## config.mk

```make
export PLATFORM = sky130hd
export DESIGN_NAME = ov5640_pix_pack
export DESIGN_NICKNAME = d
export VERILOG_FILES = /design/src/rtl/ov5640_pix_pack_pkg.sv /design/src/rtl/pix_fifo_sync.sv /design/src/rtl/ov5640_pix_pack.sv
export SDC_FILE = /design/constraint.sdc
export NUM_CORES = 1
export LEC_CHECK = 0
export ABC_AREA = 0
export BUFFER_PORTS_ARGS = -buffer_cell sky130_fd_sc_hd__buf_2
export CAP_MARGIN = 15
export CORE_ASPECT_RATIO = 0.6
export CORE_MARGIN = 2
export CORE_UTILIZATION = 54
export DETAILED_ROUTE_END_ITERATION = 6
export PLACE_DENSITY = 0.71
export SLEW_MARGIN = 20
export SYNTH_ARGS = -nofsm -noshare
export SYNTH_HDL_FRONTEND = slang
export SYNTH_SLANG_ARGS = --single-unit
```

## constraint.sdc

```tcl
create_clock -name ov5640_pclk -period 9.1 [get_ports ov5640_pclk]
set_input_delay 0.91 -clock ov5640_pclk [delete_from_list [all_inputs] [get_ports ov5640_pclk]]
set_output_delay 0.91 -clock ov5640_pclk [all_outputs]
set_load 0.02 [all_outputs]
```

## src/rtl/ov5640_pix_pack_pkg.sv

```systemverilog
// Shared widths and FIFO entry layout for the OV5640 pixel packer.
// Holds types only, so it has no latency and no backpressure of its own.
package ov5640_pix_pack_pkg;

  localparam int H_PIXEL_DEF = 640;
  localparam int PIX_W       = 16;
  localparam int WORD_W      = 32;
  localparam int COL_W       = 11;

  typedef struct packed {
    logic              sof;
    logic              eol;
    logic [WORD_W-1:0] dat;
  } pix_ent_t;

  localparam int ENT_W = $bits(pix_ent_t);

endpackage

```

## src/rtl/pix_fifo_sync.sv

```systemverilog
// Single-clock first-word-fall-through FIFO; a write becomes visible at the head one cycle later.
// Writes while full are refused (the caller sees full); reads while empty are ignored.
module pix_fifo_sync #(
  parameter  int WIDTH = 34,
  parameter  int DEPTH = 16,
  localparam int AW    = $clog2(DEPTH)
) (
  input  logic             ov5640_pclk,
  input  logic             sys_rst_n,
  input  logic             wr_vld,
  input  logic [WIDTH-1:0] wr_dat,
  input  logic             rd_rdy,
  output logic [WIDTH-1:0] rd_dat,
  output logic             full,
  output logic             empty,
  output logic [AW:0]      level
);

  logic [WIDTH-1:0] mem [DEPTH];
  logic [AW-1:0]    wr_ptr;
  logic [AW-1:0]    rd_ptr;
  logic             wr_en;
  logic             rd_en;

  assign full   = (level == (AW+1)'(DEPTH));
  assign empty  = (level == '0);
  assign wr_en  = wr_vld & ~full;
  assign rd_en  = rd_rdy & ~empty;
  // Head is forced to zero when empty so nothing stale leaks out after reset.
  assign rd_dat = empty ? '0 : mem[rd_ptr];

  always_ff @(posedge ov5640_pclk) begin
    if (wr_en) mem[wr_ptr] <= wr_dat;
  end

  always_ff @(posedge ov5640_pclk or negedge sys_rst_n) begin
    if (!sys_rst_n) begin
      wr_ptr <= '0;
      rd_ptr <= '0;
      level  <= '0;
    end else begin
      if (wr_en) wr_ptr <= wr_ptr + 1'b1;
      if (rd_en) rd_ptr <= rd_ptr + 1'b1;
      case ({wr_en, rd_en})
        2'b10:   level <= level + 1'b1;
        2'b01:   level <= level - 1'b1;
        default: level <= level;
      endcase
    end
  end

endmodule

```

## src/rtl/ov5640_pix_pack.sv

```systemverilog
// Packs RGB565 pixel pairs into 32-bit words tagged sof/eol; m_valid rises one cycle after the second pixel.
// Output is valid/ready through a FWFT FIFO; words arriving while it is full are dropped and flagged.
module ov5640_pix_pack
  import ov5640_pix_pack_pkg::*;
#(
  parameter  int H_PIXEL    = H_PIXEL_DEF,
  parameter  int FIFO_DEPTH = 16,
  localparam int LVL_W      = $clog2(FIFO_DEPTH) + 1
) (
  input  logic              ov5640_pclk,
  input  logic              sys_rst_n,
  input  logic              ov5640_vsync,
  input  logic              pix_en,
  input  logic [PIX_W-1:0]  pix_data,
  output logic              m_valid,
  input  logic              m_ready,
  output logic [WORD_W-1:0] m_data,
  output logic              m_sof,
  output logic              m_eol,
  output logic [LVL_W-1:0]  fifo_level,
  output logic              ovf_err,
  output logic              sync_err
);

  logic             vsync_dly;
  logic             armed;
  logic             phase;
  logic [COL_W-1:0] col;
  logic             sof_pend;
  logic [PIX_W-1:0] hi_pix;

  logic             frame_start;
  logic             pix_acc;
  logic             cur_phase;
  logic [COL_W-1:0] cur_col;
  logic             last_col;
  logic             word_vld;
  pix_ent_t         word_ent;
  pix_ent_t         head_ent;
  logic             fifo_full;
  logic             fifo_empty;

  assign frame_start = ov5640_vsync & ~vsync_dly;
  // A pixel coinciding with frame start belongs to the new frame, so it sees cleared phase/column.
  assign pix_acc     = pix_en & (armed | frame_start);
  assign cur_phase   = phase & ~frame_start;
  assign cur_col     = frame_start ? '0 : col;
  assign last_col    = (cur_col == COL_W'(H_PIXEL - 1));
  assign word_vld    = pix_acc & cur_phase;

  assign word_ent.sof = sof_pend;
  assign word_ent.eol = last_col;
  assign word_ent.dat = {hi_pix, pix_data};

  always_ff @(posedge ov5640_pclk or negedge sys_rst_n) begin
    if (!sys_rst_n) begin
      vsync_dly <= 1'b0;
      armed     <= 1'b0;
      phase     <= 1'b0;
      col       <= '0;
      sof_pend  <= 1'b0;
      hi_pix    <= '0;
      ovf_err   <= 1'b0;
      sync_err  <= 1'b0;
    end else begin
      vsync_dly <= ov5640_vsync;
      if (frame_start) begin
        armed    <= 1'b1;
        sof_pend <= 1'b1;
        phase    <= 1'b0;
        col      <= '0;
        if (phase) sync_err <= 1'b1;
      end
      if (pix_acc) begin
        phase <= ~cur_phase;
        col   <= last_col ? '0 : cur_col + 1'b1;
        if (!cur_phase) hi_pix <= pix_data;
      end
      if (word_vld) sof_pend <= 1'b0;
      if (word_vld && fifo_full) ovf_err <= 1'b1;
    end
  end

  pix_fifo_sync #(
    .WIDTH (ENT_W),
    .DEPTH (FIFO_DEPTH)
  ) u_fifo (
    .ov5640_pclk (ov5640_pclk),
    .sys_rst_n   (sys_rst_n),
    .wr_vld      (word_vld),
    .wr_dat      (word_ent),
    .rd_rdy      (m_ready),
    .rd_dat      (head_ent),
    .full        (fifo_full),
    .empty       (fifo_empty),
    .level       (fifo_level)
  );

  assign m_valid = ~fifo_empty;
  assign m_data  = head_ent.dat;
  assign m_sof   = head_ent.sof;
  assign m_eol   = head_ent.eol;

endmodule

```

==> results of run 1 <==
## layout make-up
class | count | area (sq um) | area share [%]
clock inverters | 26 | 240 | 0.932
well taps | 570 | 713 | 2.77
inverters | 11 | 41.3 | 0.160
repair buffers | 85 | 495 | 1.92
multi-input cells | 434 | 5320 | 20.6
clock buffers | 70 | 1460 | 5.66
flip-flops and latches | 590 | 17500 | 67.9
diodes | 3 | 7.51 | 0.0291
## layer usage
metal / track usage (%) / vias to the layer above / share of wire, %
met4: 4.52 / 0 / 1.2
met2: 33.4 / 390 / 45
met3: 3.74 / 47 / 7.0
li1: - / 4680 / -
met5: 0 / - / 0
met1: 35.1 / 5835 / 47
## critical path: stages, from the launching register on
cell     delay, ns
dfrtp_4       1.07
buf_4         0.76
mux4_2        0.40
mux2_2        0.26
o21ai_0       0.19
a21oi_1       0.10
buf_2         0.21
## stage by stage
| stage | util, % | setup slack (ns) | power [mW] | hold slack, ns |
|---|---|---|---|---|
| after floorplan | - | 5.32 | 4.99 | 0.493 |
| after global placement | 57.3 | 5.09 | 5.58 | 0.439 |
| after detailed placement | 57.3 | 5.08 | 5.61 | 0.450 |
| after CTS | 61.3 | 4.45 | 7.79 | 0.446 |
| after global routing | 61.3 | 4.28 | 8.07 | 0.445 |
| final | 61.3 | 4.55 | 7.71 | 0.430 |
## how the worst max path moves through the flow
stage | start | to | slack [ns]
floorplan | ov5640_vsync | u_fifo.mem[10][0] | 5.32
global placement | u_fifo.rd_ptr[1] | m_data[16] | 5.09
detailed placement | u_fifo.rd_ptr[1] | m_data[16] | 5.08
CTS | u_fifo.rd_ptr[1] | m_data[16] | 4.45
global route | u_fifo.rd_ptr[1] | m_data[16] | 4.28
finish | u_fifo.rd_ptr[3] | m_data[16] | 4.55
## registers in the layout, indices dropped and copies added (netlist names)
signal         count
u_fifo.mem       544
hi_pix            16
col               11
u_fifo.level       5
u_fifo.rd_ptr      4
u_fifo.wr_ptr      4
armed              1
ovf_err            1
phase              1
sof_pend           1
sync_err           1
vsync_dly          1
## placed cells by master, fill, tap and decap left out, types with 3 or more instances in the layout
| cell type | count |
|---|---|
| edfxtp_1 | 544 |
| mux4_2 | 134 |
| buf_2 | 62 |
| clkbuf_16 | 53 |
| mux2_2 | 51 |
| dfrtp_1 | 42 |
| a21oi_1 | 40 |
| mux2i_1 | 38 |
| o21ai_0 | 34 |
| buf_4 | 22 |
| nand2_1 | 17 |
| and2_2 | 12 |
| inv_1 | 11 |
| xnor2_1 | 10 |
| ha_1 | 10 |
| clkinv_2 | 10 |
| clkbuf_1 | 10 |
| nand3_1 | 9 |
| nor2_1 | 7 |
| clkinv_1 | 7 |
| clkbuf_8 | 7 |
| o21ai_1 | 6 |
| nor4_1 | 4 |
| nor2b_1 | 4 |
| nand2b_1 | 4 |
| or4_1 | 4 |
| nor2_4 | 4 |
| bufinv_16 | 4 |
| diode_2 | 3 |
| o21a_1 | 3 |
| o31ai_1 | 3 |
| or3_1 | 3 |
| o22ai_1 | 3 |
| dfrtp_4 | 3 |
## kinds of logic after synthesis
kind of cell,count (synthesis)
AOI/OAI and AO/OA,105
xor gates and xnor gates,12
adders and majority gates,10
buffers and inverters,70
DFF,590
muxes,223
and+or+nand+nor,84
## power breakdown
group / switching (mW) / internal [mW] / leakage (nW)
clock: 0.945 / 1.24 / 0.837
combinational: 1.04 / 0.993 / 2.12
sequential: 0.318 / 3.17 / 5.47
==> results.ini, run 1 <==
[status]
status=finished, final reports clean

[clock_tree]
numCtsBuffers=52
clkTransAtPathRegs_ns=0.07
cts_max_path_buffers=3
htreeDepth=2
insertion_delay_ns=0.58
cts.sinks=590
root_buffer=clkbuf_16
cts_hold_buffers=0
cts_tree=built
cts_post_setup_buffers_inserted=0
cts_resized=0

[setup_path]
cp.arrival_ns=3.64
rr_worst_depth=10
r2r_slack_ns=5.69
critPathCaptureType=output pin
worstReg2RegStart=u_fifo.level[1]
startpoint_type=flop
criticalPathCategory=flop to output pin
cp.required_ns=8.19
critical_path.max_fanout=58
r2r-end=u_fifo.level[4]

[synthesis]
synthMuxAreaShare_pct=17.2
synth_edf_count=544
syn_inst=1094
synth_top_area_share_pct=70.8
synth.area.top_cells=edfxtp_1 (71%), mux4_2 (13%), dfrtp_1 (5.0%)
async_reset_ff_share_pct=7.80
synth_compound_area_share_pct=2.60
synthFlopType=edfxtp_1
synth-xor-area-share_pct=0.456
synthAdderAreaFrac_pct=0.543
synthTopCellsByCount=edfxtp_1 (544), mux4_2 (134), mux2_2 (51)
synth_cell_types=48
syn-num-nets=1125
synth_top_family_by_area=multiplexers
seq_area_frac_synth_pct=75.8
ys_seq_elements=590
synth_warnings=0
yosysMostFrequentCell=edfxtp_1
synth_top_area_cell=edfxtp_1
synth-simple-area-share_pct=2.01
syn_area_per_cell_sq_um=21.1
syn_area_sq_mm=0.0231

[timing]
final_hold_viol_count=0
max_freq_mhz=220
slew_headroom_pct=25.8
fin_skew_ns=0.0179
rsz0062_at_grt=no
setup_viol=0
finalMaxSlewViolations=0
fin_setup_tns_ns=0
min_period_ns=4.55
fin_crit_sh_pct=50.0
worst_pin_slew_ns=1.11

[hold_path]
worstHoldPathType=primary input to async pin

[route]
wl_per_cell_um=26.7
ant_nets=0
drc_errors=0
wl_mm=47.8
vias_per_cell=6.12
first_iter_violations=1073
vias=11000
drt_first_pass_iters=4

[die]
fp.dieArea_sq_mm=0.0444
core_area_sq_mm=0.0420
die_h_um=164
ios=63
initial_utilization_pct=54.9
die_w_um=271
std_cell_rows=58

[power]
peakVddDrop_mv=0.217
powerDensity_mw_per_mm2=299
p_leak_nw=8.43

[flow_run]
drv_cap=0

[global_route]
grt_usage_pct=22.3
grt_max_degree=88
grt_pass1_vias=10900
grt_pass1_wl_mm=71.9
grt_antenna_before_repair=3
overflow=0

[placement]
postPlaceCellArea_sq_mm=0.0241
portBuffers=62
gp_congestion=0.790
dpl.hpwl_mm=25.8
dp_cells=1690

[finish]
post-route-cell-area_sq_mm=0.0258
final_cells=1789
drive_above_1_share_pct=30.9
fillerInstances=2939
final_nets=1205
synthToLayoutAreaGrowth_pct=11.8

(Power assumes the default switching activity.)
==> run 2: changes to the inputs <==
- clock period: 9.1 -> 4.3 ns (I/O delays scaled with it)
==> results.ini, run 2 (same netlist as run 1, synthesis figures left out) <==
[route]
first_iter_violations=1376
wl_mm=48.4
vias=11100
drc_errors=0
wl_per_cell_um=26.9
drt_first_pass_iters=5
ant_nets=0
vias_per_cell=6.15

[placement]
gp_congestion=0.844
portBuffers=62
dpl.hpwl_mm=27.7

[setup_path]
criticalPathCategory=flop to output pin
r2r-end=u_fifo.level[4]
crit_slowest_cell=dfrtp_4
max_stage_delay_ns=0.96
worstReg2RegStart=u_fifo.level[2]
cp_top_family=flip-flops
rr_worst_depth=10
r2r_slack_ns=1.04
critical_path.max_fanout=50
startpoint_type=flop
cp.required_ns=3.87
cp.arrival_ns=3.06
critical_path.cell_chain=buf_12 > mux4_2 > mux2_2 > o21ai_0 > a21oi_1 > buf_2
critPathCaptureType=output pin
worst-path-buf-inv=2

[timing]
fin_skew_ns=0.0124
rsz0062_at_grt=no
worst_pin_slew_ns=1.08
setup_viol=0
fin_crit_sh_pct=81.2
final_hold_viol_count=0
fin_setup_tns_ns=0
slew_headroom_pct=27.8
max_freq_mhz=286
min_period_ns=3.49
finalMaxSlewViolations=0

[die]
fp.dieArea_sq_mm=0.0444
die_h_um=164
initial_utilization_pct=54.9
ios=63
die_w_um=271
std_cell_rows=58
core_area_sq_mm=0.0420

[finish]
final_cell_mix=edfxtp_1 (544), mux4_2 (134), buf_2 (62)
final-seq-area_sq_mm=0.0175
synthToLayoutAreaGrowth_pct=12.5
fillerInstances=2907
drive_above_1_share_pct=30.7
multi_input_area_sq_mm=0.00532
largest_reg_flops=544
layout_commonest_cell=edfxtp_1
top_regs=u_fifo.mem (544), hi_pix (16), col (11)
final_nets=1218
top_register=u_fifo.mem

[power]
comb_power_share_pct=28.0
peakVddDrop_mv=0.340
p_int_mw=11.4
p_seq_share_pct=44.5
power_switching_mw=4.94
p_sw_share_pct=30.2
p_leak_nw=8.49
powerDensity_mw_per_mm2=632
clockPowerShare_pct=27.6
fin_total_pwr_mw=16.4

[hold_path]
worstHoldPathType=primary input to flop
hold_end=u_fifo.rd_ptr[3]
hold_path_depth=3
hp-start=m_ready

[global_route]
grt_max_degree=51
grt_usage_pct=22.5
grt_pass1_vias=11300
grt_antenna_before_repair=1
grt_pass1_wl_mm=72.9
overflow=0

[clock_tree]
root_buffer=clkbuf_16
htreeDepth=2
cts.sinks=590
cts_post_setup_buffers_inserted=0
cts_tree=built
cts_max_path_buffers=3
numCtsBuffers=51
insertion_delay_ns=0.57
clkTransAtPathRegs_ns=0.07

[flow_run]
drv_cap=0

[status]
status=finished, final reports clean

-- run 2: cell count changes in the layout (fill, tap and decap cells not counted), moves of 2 or more --
cell	change
buf_12	+11
clkbuf_1	+11
clkinv_2	-5
clkinv_1	-3
diode_2	-2
dlygate4sd3_1	+2
-- run 2: metrics by stage --
stage	utilization [%]	cell area, sq um	instances	hold WS, ns	worst slack [ns]
2_1_floorplan	-	23100	1094	0.134	0.922
3_3_place_gp	57.8	24300	1702	0.437	0.975
3_5_place_dp	57.8	24300	1702	0.447	0.955
4_1_cts	61.8	25900	1798	0.125	0.752
5_1_grt	61.8	25900	1798	0.168	0.660
6_report	61.8	26000	1799	0.158	0.807
-- run 2: worst max-delay path by stage --
stage | startpoint | end | slack (ns) | cells past startpoint
2_1_floorplan | u_fifo.level[2] | u_fifo.mem[10][0] | 0.92 | 5
3_3_place_gp | ov5640_vsync | u_fifo.level[4] | 0.97 | 11
3_5_place_dp | ov5640_vsync | u_fifo.level[4] | 0.96 | 11
4_1_cts | u_fifo.rd_ptr[3] | m_data[6] | 0.75 | 6
5_1_grt | u_fifo.rd_ptr[3] | m_data[6] | 0.66 | 6
6_report | u_fifo.rd_ptr[3] | m_data[6] | 0.81 | 6
-- run 2: worst reg2reg max path: stages, from the launching register on --
cell and delay (ns):
dfrtp_1 0.49, nor4_1 0.60, a211oi_2 0.32, inv_1 0.17
ha_1 0.39, xor2_1 0.12, ha_1 0.23, o211a_1 0.24
or4_1 0.40, o2111ai_1 0.11, a311oi_1 0.06
-- run 2: power by group through the flow --
stage,clock [mW],combinational (mW),sequential (mW)
after CTS,4.60,4.66,7.29
after floorplan,0,3.54,7.02
after global placement,0,4.61,7.39
after detailed placement,0,4.65,7.41
after global routing,4.82,4.94,7.35
final,4.52,4.59,7.29
-- run 2: per-layer routing --
| layer | vias up | global-route usage [%] | routed length, um |
|---|---|---|---|
| met3 | 64 | 3.93 | 3130 |
| met1 | 5921 | 34.5 | 22300 |
| met5 | - | 0 | 0 |
| met2 | 376 | 34.9 | 22400 |
| li1 | 4699 | - | - |
| met4 | 0 | 4.02 | 629 |
-- run 2: final cells by class --
cell class | count | share of cell area, %
Antenna cell | 1 | 0.00964
Clock buffer | 80 | 5.73
Clock inverter | 14 | 0.564
Inverter | 11 | 0.159
Multi-Input combinational cell | 434 | 20.5
Sequential cell | 590 | 67.4
Tap cell | 570 | 2.75
Timing Repair Buffer | 99 | 2.86
-- run 2: repair_timing --
action	CTS	global route
hold buffers	2	0
gates resized for setup	0	0
hold endpoints to repair	47	0
